**config.mk**
```make
export PLATFORM = sky130hd
export DESIGN_NAME = uart_tx_framer
export DESIGN_NICKNAME = d
export VERILOG_FILES = /design/src/rtl/uart_pkg.sv /design/src/rtl/uart_tx_framer_bit_timer.sv /design/src/rtl/uart_tx_framer.sv
export SDC_FILE = /design/constraint.sdc
export NUM_CORES = 1
export LEC_CHECK = 0
export ABC_AREA = 0
export CAP_MARGIN = 25
export CORE_MARGIN = 1
export CORE_UTILIZATION = 58
export CTS_CLUSTER_DIAMETER = 30
export CTS_CLUSTER_SIZE = 14
export DETAILED_ROUTE_END_ITERATION = 12
export PLACE_DENSITY_LB_ADDON = 0.2
export REMOVE_ABC_BUFFERS = 1
export SYNTH_ARGS = -nofsm -noshare
export SYNTH_HDL_FRONTEND = slang
export SYNTH_HIERARCHICAL = 1
export SYNTH_SLANG_ARGS = --single-unit
```
**constraint.sdc**
```tcl
create_clock -name clk_16bd -period 3.06 [get_ports clk_16bd]
set_input_delay 0.612 -clock clk_16bd [delete_from_list [all_inputs] [get_ports clk_16bd]]
set_output_delay 0.612 -clock clk_16bd [all_outputs]
set_load 0.02 [all_outputs]
```
**src/rtl/uart_pkg.sv**
```systemverilog
// rtl/uart_pkg.sv - shared UART frame states, limits and helpers
// Used by the transmit framer, the register file and the receiver.
package uart_pkg;

  typedef enum logic [2:0] {
    IDLE,
    START,
    DATA,
    PARITY,
    STOP
  } uart_state_e;

  localparam int OVERSAMPLE = 16;
  localparam int MAX_DATA   = 9;
  localparam int MIN_DATA   = 5;
  localparam int DEF_DATA   = 8;

  localparam logic EVEN = 1'b0;
  localparam logic ODD  = 1'b1;

  // Out-of-range lengths fall back to the default rather than erroring.
  function automatic logic [3:0] eff_len(input logic [3:0] len);
    if (len >= 4'(MIN_DATA) && len <= 4'(MAX_DATA)) begin
      return len;
    end
    return 4'(DEF_DATA);
  endfunction

  function automatic logic [MAX_DATA-1:0] len_mask(input logic [3:0] len);
    logic [MAX_DATA-1:0] m;
    for (int i = 0; i < MAX_DATA; i++) begin
      m[i] = (i < int'(len));
    end
    return m;
  endfunction

endpackage

```
**src/rtl/uart_tx_framer_bit_timer.sv**
```systemverilog
// rtl/uart_tx_framer_bit_timer.sv - oversample tick counter with wrap pulse
// Counts 0..OVERSAMPLE-1 while enabled; o_wrap marks the last tick of a bit.
module uart_bit_timer #(
  parameter int OVERSAMPLE = 16
) (
  input  logic i_clk,
  input  logic i_rst,
  input  logic i_clr,
  input  logic i_en,
  output logic o_wrap
);

  localparam int W = (OVERSAMPLE > 1) ? $clog2(OVERSAMPLE) : 1;

  logic [W-1:0] r_tick;
  logic         w_last;

  assign w_last = (r_tick == W'(OVERSAMPLE - 1));
  assign o_wrap = i_en && w_last;

  always_ff @(posedge i_clk) begin
    if (i_rst || i_clr) begin
      r_tick <= '0;
    end else if (i_en) begin
      r_tick <= w_last ? '0 : r_tick + W'(1);
    end
  end

endmodule

```
**src/rtl/uart_tx_framer.sv**
```systemverilog
// rtl/uart_tx_framer.sv - serialises one data word per start into a UART frame
// Frame settings are latched on acceptance so register writes never disturb a frame in flight.
module uart_tx_framer
  import uart_pkg::*;
(
  input  logic                clk_16bd,
  input  logic                rst,
  input  logic                tx_start,
  input  logic [MAX_DATA-1:0] tx_data,
  input  logic                parity,
  input  logic                parity_type,
  input  logic                stop_bits,
  input  logic [3:0]          frame_length,
  output logic                tx,
  output logic                tx_ready,
  output logic                tx_done
);

  uart_state_e         r_state;
  uart_state_e         w_state_nxt;
  logic [MAX_DATA-1:0] r_shift;
  logic [3:0]          r_len;
  logic [3:0]          r_bit_idx;
  logic                r_par_en;
  logic                r_par_bit;
  logic                r_stop2;
  logic                r_stop_cnt;
  logic                r_tx;
  logic                r_done;

  logic                w_wrap;
  logic                w_accept;
  logic                w_shift_en;
  logic                w_stop_inc;
  logic                w_tx_nxt;
  logic                w_done_nxt;
  logic [3:0]          w_eff_len;
  logic [MAX_DATA-1:0] w_data_masked;
  logic                w_par;

  assign w_eff_len     = eff_len(frame_length);
  assign w_data_masked = tx_data & len_mask(w_eff_len);
  assign w_par         = (^w_data_masked) ^ (parity_type == ODD);

  uart_bit_timer #(
    .OVERSAMPLE(OVERSAMPLE)
  ) u_bit_timer (
    .i_clk (clk_16bd),
    .i_rst (rst),
    .i_clr (w_accept),
    .i_en  (r_state != IDLE),
    .o_wrap(w_wrap)
  );

  always_comb begin
    w_state_nxt = r_state;
    w_tx_nxt    = r_tx;
    w_done_nxt  = 1'b0;
    w_accept    = 1'b0;
    w_shift_en  = 1'b0;
    w_stop_inc  = 1'b0;
    case (r_state)
      IDLE: begin
        w_tx_nxt = 1'b1;
        if (tx_start) begin
          w_accept    = 1'b1;
          w_state_nxt = START;
          w_tx_nxt    = 1'b0;
        end
      end
      START: begin
        if (w_wrap) begin
          w_state_nxt = DATA;
          w_tx_nxt    = r_shift[0];
        end
      end
      DATA: begin
        if (w_wrap) begin
          if (r_bit_idx == r_len - 4'd1) begin
            w_state_nxt = r_par_en ? PARITY : STOP;
            w_tx_nxt    = r_par_en ? r_par_bit : 1'b1;
          end else begin
            // Data leaves LSB first; the next bit is already at position 1.
            w_shift_en = 1'b1;
            w_tx_nxt   = r_shift[1];
          end
        end
      end
      PARITY: begin
        if (w_wrap) begin
          w_state_nxt = STOP;
          w_tx_nxt    = 1'b1;
        end
      end
      STOP: begin
        if (w_wrap) begin
          if (r_stop2 && !r_stop_cnt) begin
            w_stop_inc = 1'b1;
          end else begin
            w_state_nxt = IDLE;
            w_done_nxt  = 1'b1;
          end
        end
      end
      default: begin
        w_state_nxt = IDLE;
        w_tx_nxt    = 1'b1;
      end
    endcase
  end

  always_ff @(posedge clk_16bd) begin
    if (rst) begin
      r_state    <= IDLE;
      r_tx       <= 1'b1;
      r_done     <= 1'b0;
      r_shift    <= '0;
      r_len      <= '0;
      r_bit_idx  <= '0;
      r_par_en   <= 1'b0;
      r_par_bit  <= 1'b0;
      r_stop2    <= 1'b0;
      r_stop_cnt <= 1'b0;
    end else begin
      r_state <= w_state_nxt;
      r_tx    <= w_tx_nxt;
      r_done  <= w_done_nxt;
      if (w_accept) begin
        r_shift    <= w_data_masked;
        r_len      <= w_eff_len;
        r_par_en   <= parity;
        r_par_bit  <= w_par;
        r_stop2    <= stop_bits;
        r_bit_idx  <= '0;
        r_stop_cnt <= 1'b0;
      end else begin
        if (w_shift_en) begin
          r_shift   <= r_shift >> 1;
          r_bit_idx <= r_bit_idx + 4'd1;
        end
        if (w_stop_inc) begin
          r_stop_cnt <= 1'b1;
        end
      end
    end
  end

  assign tx       = r_tx;
  assign tx_ready = (r_state == IDLE);
  assign tx_done  = r_done;

endmodule

```
==> reports/results.ini, run 1 <==
[clock_tree]
ctsHoldBuffers=0
cts_buffer_depth=2
cts.sinks=30
clk_pin_slew_ns=0.09
cts_resized=0
clock_insertion_delay_worst_skew_ns=0.32
cts_tree=done
htreeDepth=2
numCtsBuffers=5
cts_setup_buffers=0
cts_root_buf=clkbuf_4

[detailed_routing]
via_count=1418
drt_iter0_drc=80
dr.pass1.iters=4
antenna_left=0
viasPerCell=5.79
drt_wl_total_mm=3.35
remaining_drc_errors=0
wl_per_cell_um=13.7

[timing]
finalSetupTns_ns=0
worst_pin_slew_ns=0.523
report.final.slew_viol_count=0
rsz0062_at_grt=false
fin_hold_ws_ns=0.478
max_freq_mhz=422
period_minus_slack_ns=2.37
fin_crit_sh=0.775
setup_viol=0
slew_headroom=0.650
setup_ws_ns=0.689
hold_violations=0
fin_skew_ns=0.00936

[grt]
gr-total-overflow=0
antenna_found_initial=0
grt_max_degree=22
gr-usage-all-layers=0.246
grt_use_met2=0.437
grt-busiest-layer=met2
grt_pass1_wl_mm=5.96
met1_usage=0.274
grt_pass1_vias=1432
gr-usage-met3=0.0515

[final_layout]
antenna_cells=0
syn_to_final_growth_pct=14.6
drive_above_1_share=0.112
nNetsFinal=237

[yosys]
synth_most_common_cell=nor2_1
avgSynthCellArea_um2=8.53
yosys_warnings=6
synth_top_family_by_area=simple AND/OR/NAND/NOR gates
ys_seq_area_frac=0.361
netlist.area_leader.share=0.361
synthMuxAreaShare=0.0120
synth.distinct_cells=45
synth_fa_ha_area_frac=0.0226
async_reset_ff_frac=0
yosys.area.top_type=dfxtp_1
syn_area_mm2=0.00166
synth_commonest_cells=nor2_1, dfxtp_1, nand2_1
synth-simple-area-share=0.260
synth_edf_count=0
ys_seq_elements=30
synth_area_leaders=dfxtp_1, nor2_1, a2111oi_2
synth_compound_area_frac=0.181
synthCells=195
ys.flop_type=dfxtp_1
synth_xor_xnor_area_share=0.105

[placement]
place_congestion=0.877
place_ws_ns=0.724
dp_hpwl_mm=2.47
portBuffers=21

[worst_setup_path]
path_class=flop to flop
slowest_delay_ns=0.57
crit_required_ns=3.27
worstPathArrival_ns=2.58
critPathCaptureType=flop
path_cells=nor3_4, inv_1, and4_4, inv_1, or3_1, a21oi_1, a31oi_1, a2111oi_0, nor2_1
rrSetupSlack_ns=0.69
reg2regPathDepth=9
r2r-end=tx
cpMaxStageDelayCell=dfxtp_1
worstSetupStartpoint=r_state[2]
worstPathMaxFanout=11
r2r_start=r_state[2]
cp-start-kind=flop
cpMostUsedCell=inv_1

[floorplan]
die_area_mm2=0.00309
die_w_um=55.5
die_y_um=55.5
initial_core_util=0.608
fp-row-count=19
ios=22
design.core.area_mm2=0.00273

[pwr]
p_sw_frac=0.275
power_frac_clock=0.278
power.leakage_uw=0.000717
seqPwrFrac=0.521
peakVddDrop_mv=0.406
combPwrFrac=0.201
p_sw_uw=226
p_per_area_mw_per_mm2=431
intPower_uw=596

[worst_hold_path]
hold_depth=2
hp-class=flop to flop
min_to=r_stop2
hp-start=r_stop2

[job]
drv_cap=0

[run_status]
run_status=complete, no violations

cell usage in the layout (no fill, tap or decap), drive strengths merged, types with 2 or more instances in the layout:
cell type | synthesis | layout
a2111oi | 8 | 8
a211oi | 3 | 3
a21oi | 13 | 13
a31oi | 3 | 3
and2 | 2 | 2
clkbuf | 2 | 6
clkdlybuf4s50 | 0 | 21
dfxtp | 30 | 30
ha | 3 | 3
inv | 7 | 7
mux2i | 2 | 2
nand2 | 17 | 17
nand2b | 2 | 2
nand3 | 4 | 4
nand4 | 3 | 3
nor2 | 36 | 36
nor2b | 5 | 5
nor3 | 8 | 8
o21ai | 6 | 6
or3 | 4 | 4
xnor2 | 11 | 11
xor2 | 9 | 9
logic make-up (layout without fill, tap and decap cells):
kind of cell	after synthesis	in the layout
flip-flops	30	30
AO/OA/AOI/OAI	38	38
buffers and inverters	17	36
multiplexers	2	2
XOR/XNOR	20	20
AND/OR/NAND/NOR	85	85
adder cells (fa/ha/maj)	3	3
power groups by stage:
| stage | registers (uW) | clock network, uW | logic, uW |
|---|---|---|---|
| 5_1_grt | 430 | 249 | 183 |
| 6_report | 428 | 228 | 165 |
| 3_5_place_dp | 437 | 0 | 165 |
| 2_1_floorplan | 434 | 0 | 106 |
| 4_1_cts | 428 | 233 | 166 |
| 3_3_place_gp | 435 | 0 | 159 |
through the flow:
step | std cells | area, um^2 | utilization | power [uW]
2_1_floorplan | 186 | 1600 | - | 540
3_3_place_gp | 239 | 1850 | 0.678 | 594
3_5_place_dp | 239 | 1850 | 0.678 | 602
4_1_cts | 245 | 1910 | 0.697 | 827
5_1_grt | 245 | 1910 | 0.697 | 861
6_report | 245 | 1910 | 0.697 | 822
worst max path at each step:
| stage | to | slack (ns) | cells past startpoint |
|---|---|---|---|
| final | tx | 0.69 | 9 |
| after CTS | tx_ready | 0.73 | 2 |
| after global routing | tx | 0.40 | 9 |
| after floorplan | tx | 1.04 | 9 |
| after detailed placement | r_par_bit | 0.72 | 8 |
| after global placement | r_par_bit | 0.81 | 8 |
registers in the layout (all words and copies together) (netlist names):
| register | flops |
|---|---|
| r_len | 4 |
| tx | 1 |
| r_stop2 | 1 |
| r_bit_idx | 4 |
| r_par_en | 1 |
| u_bit_timer/r_tick | 4 |
| r_par_bit | 1 |
| r_stop_cnt | 1 |
| r_state | 3 |
| tx_done | 1 |
| r_shift | 9 |
final cells by class:
class                      count  area (um^2)
multi-input combinational    148          966
fill                         219          828
sequential                    30          601
timing repair buffer          22          218
clock buffer                   6         51.3
tap                           31         38.8
inverter                       8         31.3
critical path, delay by kind of cell, from the launching register on:
family / cells / cell delay, ns
AND/OR/NAND/NOR: 4 / 0.83
AO/OA/AOI/OAI: 3 / 0.58
flip-flops: 1 / 0.57
buffers and inverters: 2 / 0.28
metal layers:
metal  wire length (um)  up-vias
li1                   -      719
met5                  0        -
met1               1480      663
met4                 67        0
met2               1690       27
met3                111        9
Power figures use the tool's default switching activity.
==> inputs of run 2 (changes only) <==
CORE_UTILIZATION = 49   (was 58)
clock period = 1.99 ns   (was 3.06 ns; I/O delays follow)
==> run 2 against run 1 <==
Net effect: maximum frequency rose by 24%; combinational power rose by 67%; first-iteration DRC count rose by 7.5%; core utilization fell by 1.8 points; routed wire length rose by 7.5%; register-to-register slack got worse by 0.61 ns; clock power rose by 99%; non-clock buffer count rose by 21; final cell count rose by 15%; critical path depth fell by 1.
==> reports/results.ini, run 2 (synthesis results as in run 1) <==
[run_status]
run_status=complete, no violations

[pwr]
combPwrFrac=0.200
p_per_area_mw_per_mm2=653
p_sw_frac=0.267
intPower_uw=1020
power.leakage_uw=0.000828
seqPwrFrac=0.472
p_sw_uw=370
power_frac_clock=0.328
p_total_uw=1390
peakVddDrop_mv=0.427

[final_layout]
antenna_cells=0
syn_to_final_growth_pct=27.7
largest_reg_flops=9
top_register=r_shift
mostFrequentLayoutCells=nor2_1, dfxtp_1, buf_4
layout_commonest_cell=nor2_1
nNetsFinal=259
drive_above_1_share=0.210

[detailed_routing]
antenna_left=0
drt_iter0_drc=86
remaining_drc_errors=0
via_count=1517
dr.pass1.iters=4
viasPerCell=5.38
drt_wl_total_mm=3.60
wl_per_cell_um=12.8

[grt]
antenna_found_initial=0
grt_pass1_wl_mm=5.82
grt_max_degree=20
gr-total-overflow=0
gr-usage-all-layers=0.218
grt_pass1_vias=1391

[timing]
worst_pin_slew_ns=0.357
report.final.slew_viol_count=0
period_minus_slack_ns=1.91
slew_headroom=0.761
max_freq_mhz=522
fin_crit_sh=0.962
setup_ws_ns=0.0759
setup_viol=0
fin_skew_ns=0.00471
rsz0062_at_grt=true
hold_violations=0

[floorplan]
initial_core_util=0.532
die_area_mm2=0.00363
die_w_um=60.3
die_y_um=60.3
fp-row-count=20
design.core.area_mm2=0.00313
ios=22

[worst_setup_path]
path_class=flop to flop
worstPathArrival_ns=2.18
critPathCaptureType=flop
cpMaxStageDelayCell=or3_1
cp-start-kind=flop
slowest_delay_ns=0.41
worstPathMaxFanout=9
crit_required_ns=2.26
path_cells=inv_1, ha_1, xor2_1, xnor2_1, nand4_2, nand3_2, or3_1, a21oi_1

[worst_hold_path]
hp-class=flop to flop

[clock_tree]
clk_pin_slew_ns=0.10
ctsHoldBuffers=0
cts_root_buf=clkbuf_4
numCtsBuffers=5
cts_tree=done
htreeDepth=2
clock_insertion_delay_worst_skew_ns=0.33
cts.sinks=30
cts_buffer_depth=2

[placement]
portBuffers=21
place_congestion=0.875
dp_hpwl_mm=2.58
place_ws_ns=-0.0882

[job]
drv_cap=0

run 2: changes by cell type in the layout (fill, tap and decap cells not counted):
| cell | previous run | this run |
|---|---|---|
| nand3_2 | 0 | 1 |
| and2_1 | 1 | 0 |
| a2111oi_2 | 7 | 8 |
| clkbuf_8 | 1 | 3 |
| clkdlybuf4s50_1 | 21 | 20 |
| buf_4 | 1 | 22 |
| a2111oi_0 | 1 | 0 |
| and2_2 | 1 | 2 |
| dlygate4sd2_1 | 0 | 1 |
run 2: power groups by stage:
| stage | Clock [uW] | Sequential, uW | Combinational (uW) |
|---|---|---|---|
| floorplan | 0 | 668 | 163 |
| global placement | 0 | 667 | 270 |
| detailed placement | 0 | 669 | 276 |
| CTS | 456 | 654 | 276 |
| global route | 498 | 659 | 305 |
| finish | 454 | 655 | 276 |
run 2: path summary, 6_finish.rpt:
path	startpoint	to	slack (ns)	cells past startpoint
min	r_par_bit	r_par_bit	0.47	2
max	r_len[1]	r_bit_idx[3]	0.08	8
max reg2reg	r_len[1]	r_bit_idx[3]	0.08	8
min reg2reg	r_par_bit	r_par_bit	0.47	2
run 2: layer usage:
metal  routed length [um]  GRT usage  part of all wire
met5                    0          0                 0
met2                 1790      0.366              0.50
met3                  136     0.0649             0.038
met1                 1640      0.263              0.45
met4                   42     0.0698             0.012
run 2: layout make-up:
type | count | area (um^2)
Fill cell | 251 | 1000
Multi-Input combinational cell | 149 | 983
Clock buffer | 8 | 78.8
Inverter | 8 | 31.3
Tap cell | 44 | 55.1
Timing Repair Buffer | 43 | 374
Sequential cell | 30 | 601
run 2: timing repair:
| item | in CTS | in global routing |
|---|---|---|
| cloned | 0 | 1 |
| setup endpoints to repair | 1 | 13 |
| setup buffers | 0 | 6 |
| endpoints found under the hold margin | 0 | 0 |
| resized for setup | 1 | 3 |
| pin swaps | 0 | 2 |
run 2: per-stage QoR:
step / instances / hold slack (ns) / util / TNS, ns / instance area (um^2)
after floorplan: 186 / 0.426 / - / -0.0331 / 1600
after global placement: 267 / 0.451 / 0.634 / -0.0408 / 1980
after detailed placement: 267 / 0.457 / 0.634 / -0.0882 / 1980
after CTS: 275 / 0.472 / 0.659 / 0 / 2060
after global routing: 282 / 0.510 / 0.679 / -0.0944 / 2120
final: 282 / 0.473 / 0.679 / 0 / 2120
run 2: critical path, delay by kind of cell (launching register included):
kind                     cells  cell delay (ns)
AND/OR/NAND/NOR              3             0.82
XOR/XNOR                     2             0.28
adder cells (fa/ha/maj)      1             0.18
buffers and inverters        1             0.05
flip-flops                   1             0.36
AO/OA/AOI/OAI                1             0.16
==> inputs of run 3 (changes only) <==
SYNTH_HIERARCHICAL = unset   (was 1)
==> run 3 against run 2 <==
Net effect: via count up 3.5%; global-route usage is 1.4 points higher; critical path depth grew 1; area after synthesis up 1.4%; first-iteration DRC count up 36%; combinational power grew 87%; sequential power up 4.6%; critical path type unchanged; largest cell class unchanged; largest power group unchanged.
==> reports/results.ini, run 3 <==
[clock_tree]
cts.sinks=30
numCtsBuffers=5
clk_pin_slew_ns=0.09
cts_tree=done
htreeDepth=2
cts_root_buf=clkbuf_4
ctsHoldBuffers=0
clock_insertion_delay_worst_skew_ns=0.33
cts_buffer_depth=2

[worst_setup_path]
critPathCaptureType=flop
worstPathMaxFanout=6
r2r_start=r_len[0]
cp-start-kind=flop
path_class=flop to flop
rrSetupSlack_ns=0.07
r2r-end=r_bit_idx[3]
worstPathArrival_ns=2.18
crit_required_ns=2.25
reg2regPathDepth=9

[pwr]
seqPwrFrac=0.433
power.leakage_uw=0.000853
p_sw_uw=493
combPwrFrac=0.326
peakVddDrop_mv=0.545
intPower_uw=1090
p_sw_frac=0.312
power_frac_clock=0.241
p_per_area_mw_per_mm2=712

[yosys]
avgSynthCellArea_um2=8.47
netlist.area_leader.share=0.356
syn_area_mm2=0.00169
synth_commonest_cells=nor2_1, dfxtp_1, a21oi_1
yosys.area.top_type=dfxtp_1
synth_most_common_cell=nor2_1
synth_area_leaders=dfxtp_1, nor2_1, a2111oi_2
async_reset_ff_frac=0
synth_xor_xnor_area_share=0.0995
synthCells=199
ys.flop_type=dfxtp_1
ys_seq_elements=30
synth-simple-area-share=0.244
yosys_warnings=0
synth_top_family_by_area=simple AND/OR/NAND/NOR gates
synth_compound_area_frac=0.220
ys_seq_area_frac=0.356
synth_edf_count=0
synthMuxAreaShare=0.0119
synth.distinct_cells=40
synth_fa_ha_area_frac=0.0223

[detailed_routing]
drt_wl_total_mm=3.71
drt_iter0_drc=117
antenna_left=0
viasPerCell=5.49
wl_per_cell_um=13.0
via_count=1570
remaining_drc_errors=0
dr.pass1.iters=4

[floorplan]
ios=22
initial_core_util=0.535
die_area_mm2=0.00368
design.core.area_mm2=0.00315
die_w_um=60.6
die_y_um=60.6
fp-row-count=20

[timing]
fin_crit_sh=0.966
setup_viol=0
slew_headroom=0.727
period_minus_slack_ns=1.92
finalSetupTns_ns=0
fin_skew_ns=0.00376
worst_pin_slew_ns=0.409
report.final.slew_viol_count=0
max_freq_mhz=520
setup_ws_ns=0.0670
hold_violations=0

[worst_hold_path]
hold_depth=2
min_to=r_par_en
hp-class=flop to flop
hp-start=r_par_en

[placement]
portBuffers=21
place_congestion=0.791
place_ws_ns=-0.247
dp_hpwl_mm=2.80

[grt]
grt_max_degree=18
grt_pass1_wl_mm=6.35
gr-usage-all-layers=0.231
antenna_found_initial=0
grt_pass1_vias=1499
gr-total-overflow=0

[final_layout]
top_register=r_shift
mostFrequentLayoutCells=nor2_1, dfxtp_1, buf_4
layout_commonest_cell=nor2_1
drive_above_1_share=0.240
syn_to_final_growth_pct=31.9
nNetsFinal=263
antenna_cells=0
largest_reg_flops=9

[run_status]
run_status=complete, no violations

[job]
drv_cap=0

## run 3: changes by cell type after synthesis, moves of 3 or more
cell	delta
a21oi_1	+6
clkbuf_1	+3
nor2b_1	-3
nor3_1	-3
nor3_2	+3
o21ai_0	+4
xnor2_1	-4
## run 3: worst max-delay path by stage
stage                               start            to  slack, ns  cells after the start
after global routing             r_len[0]  r_bit_idx[3]      -0.03                      9
after global placement    frame_length[2]     r_par_bit      -0.14                      6
after CTS                        r_len[1]    r_shift[7]       0.01                      8
final                            r_len[0]  r_bit_idx[3]       0.07                      9
after detailed placement  frame_length[2]     r_par_bit      -0.25                      6
after floorplan                  r_len[0]    r_shift[5]      -0.20                      7
## run 3: layout make-up
class	count	area [um^2]
multi-input cells	153	1050
fillers	270	930
flip-flops and latches	30	604
repair buffers	45	427
clock buffers	7	55.1
well taps	44	55.1
inverters	6	22.5
clock inverters	1	5.00
## run 3: metal layers
metal | vias to the layer above | GRT usage | routed length (um)
met1 | 742 | 0.267 | 1600
met4 | 0 | 0.104 | 70
li1 | 789 | - | -
met5 | - | 0 | 0
met2 | 28 | 0.411 | 1930
met3 | 11 | 0.0469 | 115
## run 3: cell families after synthesis
family / after synthesis
AO/OA/AOI/OAI: 48
AND/OR/NAND/NOR: 84
flip-flops: 30
adder cells (fa/ha/maj): 3
buffers and inverters: 16
XOR/XNOR: 16
multiplexers: 2
## run 3: repair_timing
| item | CTS | global route |
|---|---|---|
| cloned | 0 | 0 |
| setup endpoints to repair | 1 | 10 |
| pin swaps | 0 | 3 |
| buffers inserted | 0 | 2 |
| gates resized for setup | 1 | 11 |
## run 3: power by group through the flow
stage	Combinational, uW	Sequential (uW)	Clock [uW]
final	516	685	381
after floorplan	275	708	0
after detailed placement	510	698	0
after global placement	496	694	0
after CTS	508	684	386
after global routing	565	693	424
## run 3: critical path, cell delays in order, from the launching register on
cell,delay [ns]
dfxtp_2,0.34
inv_1,0.06
ha_4,0.24
xor2_2,0.15
nand3_2,0.14
o211ai_4,0.11
buf_4,0.15
buf_4,0.14
or3_1,0.37
a21oi_2,0.15
## run 3: through the flow
stage | hold WS [ns] | utilization | instances | instance area (um^2) | total power [uW]
floorplan | 0.430 | - | 189 | 1630 | 983
global route | 0.483 | 0.705 | 286 | 2220 | 1680
finish | 0.458 | 0.705 | 286 | 2220 | 1580
global placement | 0.447 | 0.665 | 276 | 2100 | 1190
CTS | 0.462 | 0.684 | 284 | 2160 | 1580
detailed placement | 0.449 | 0.665 | 276 | 2100 | 1210
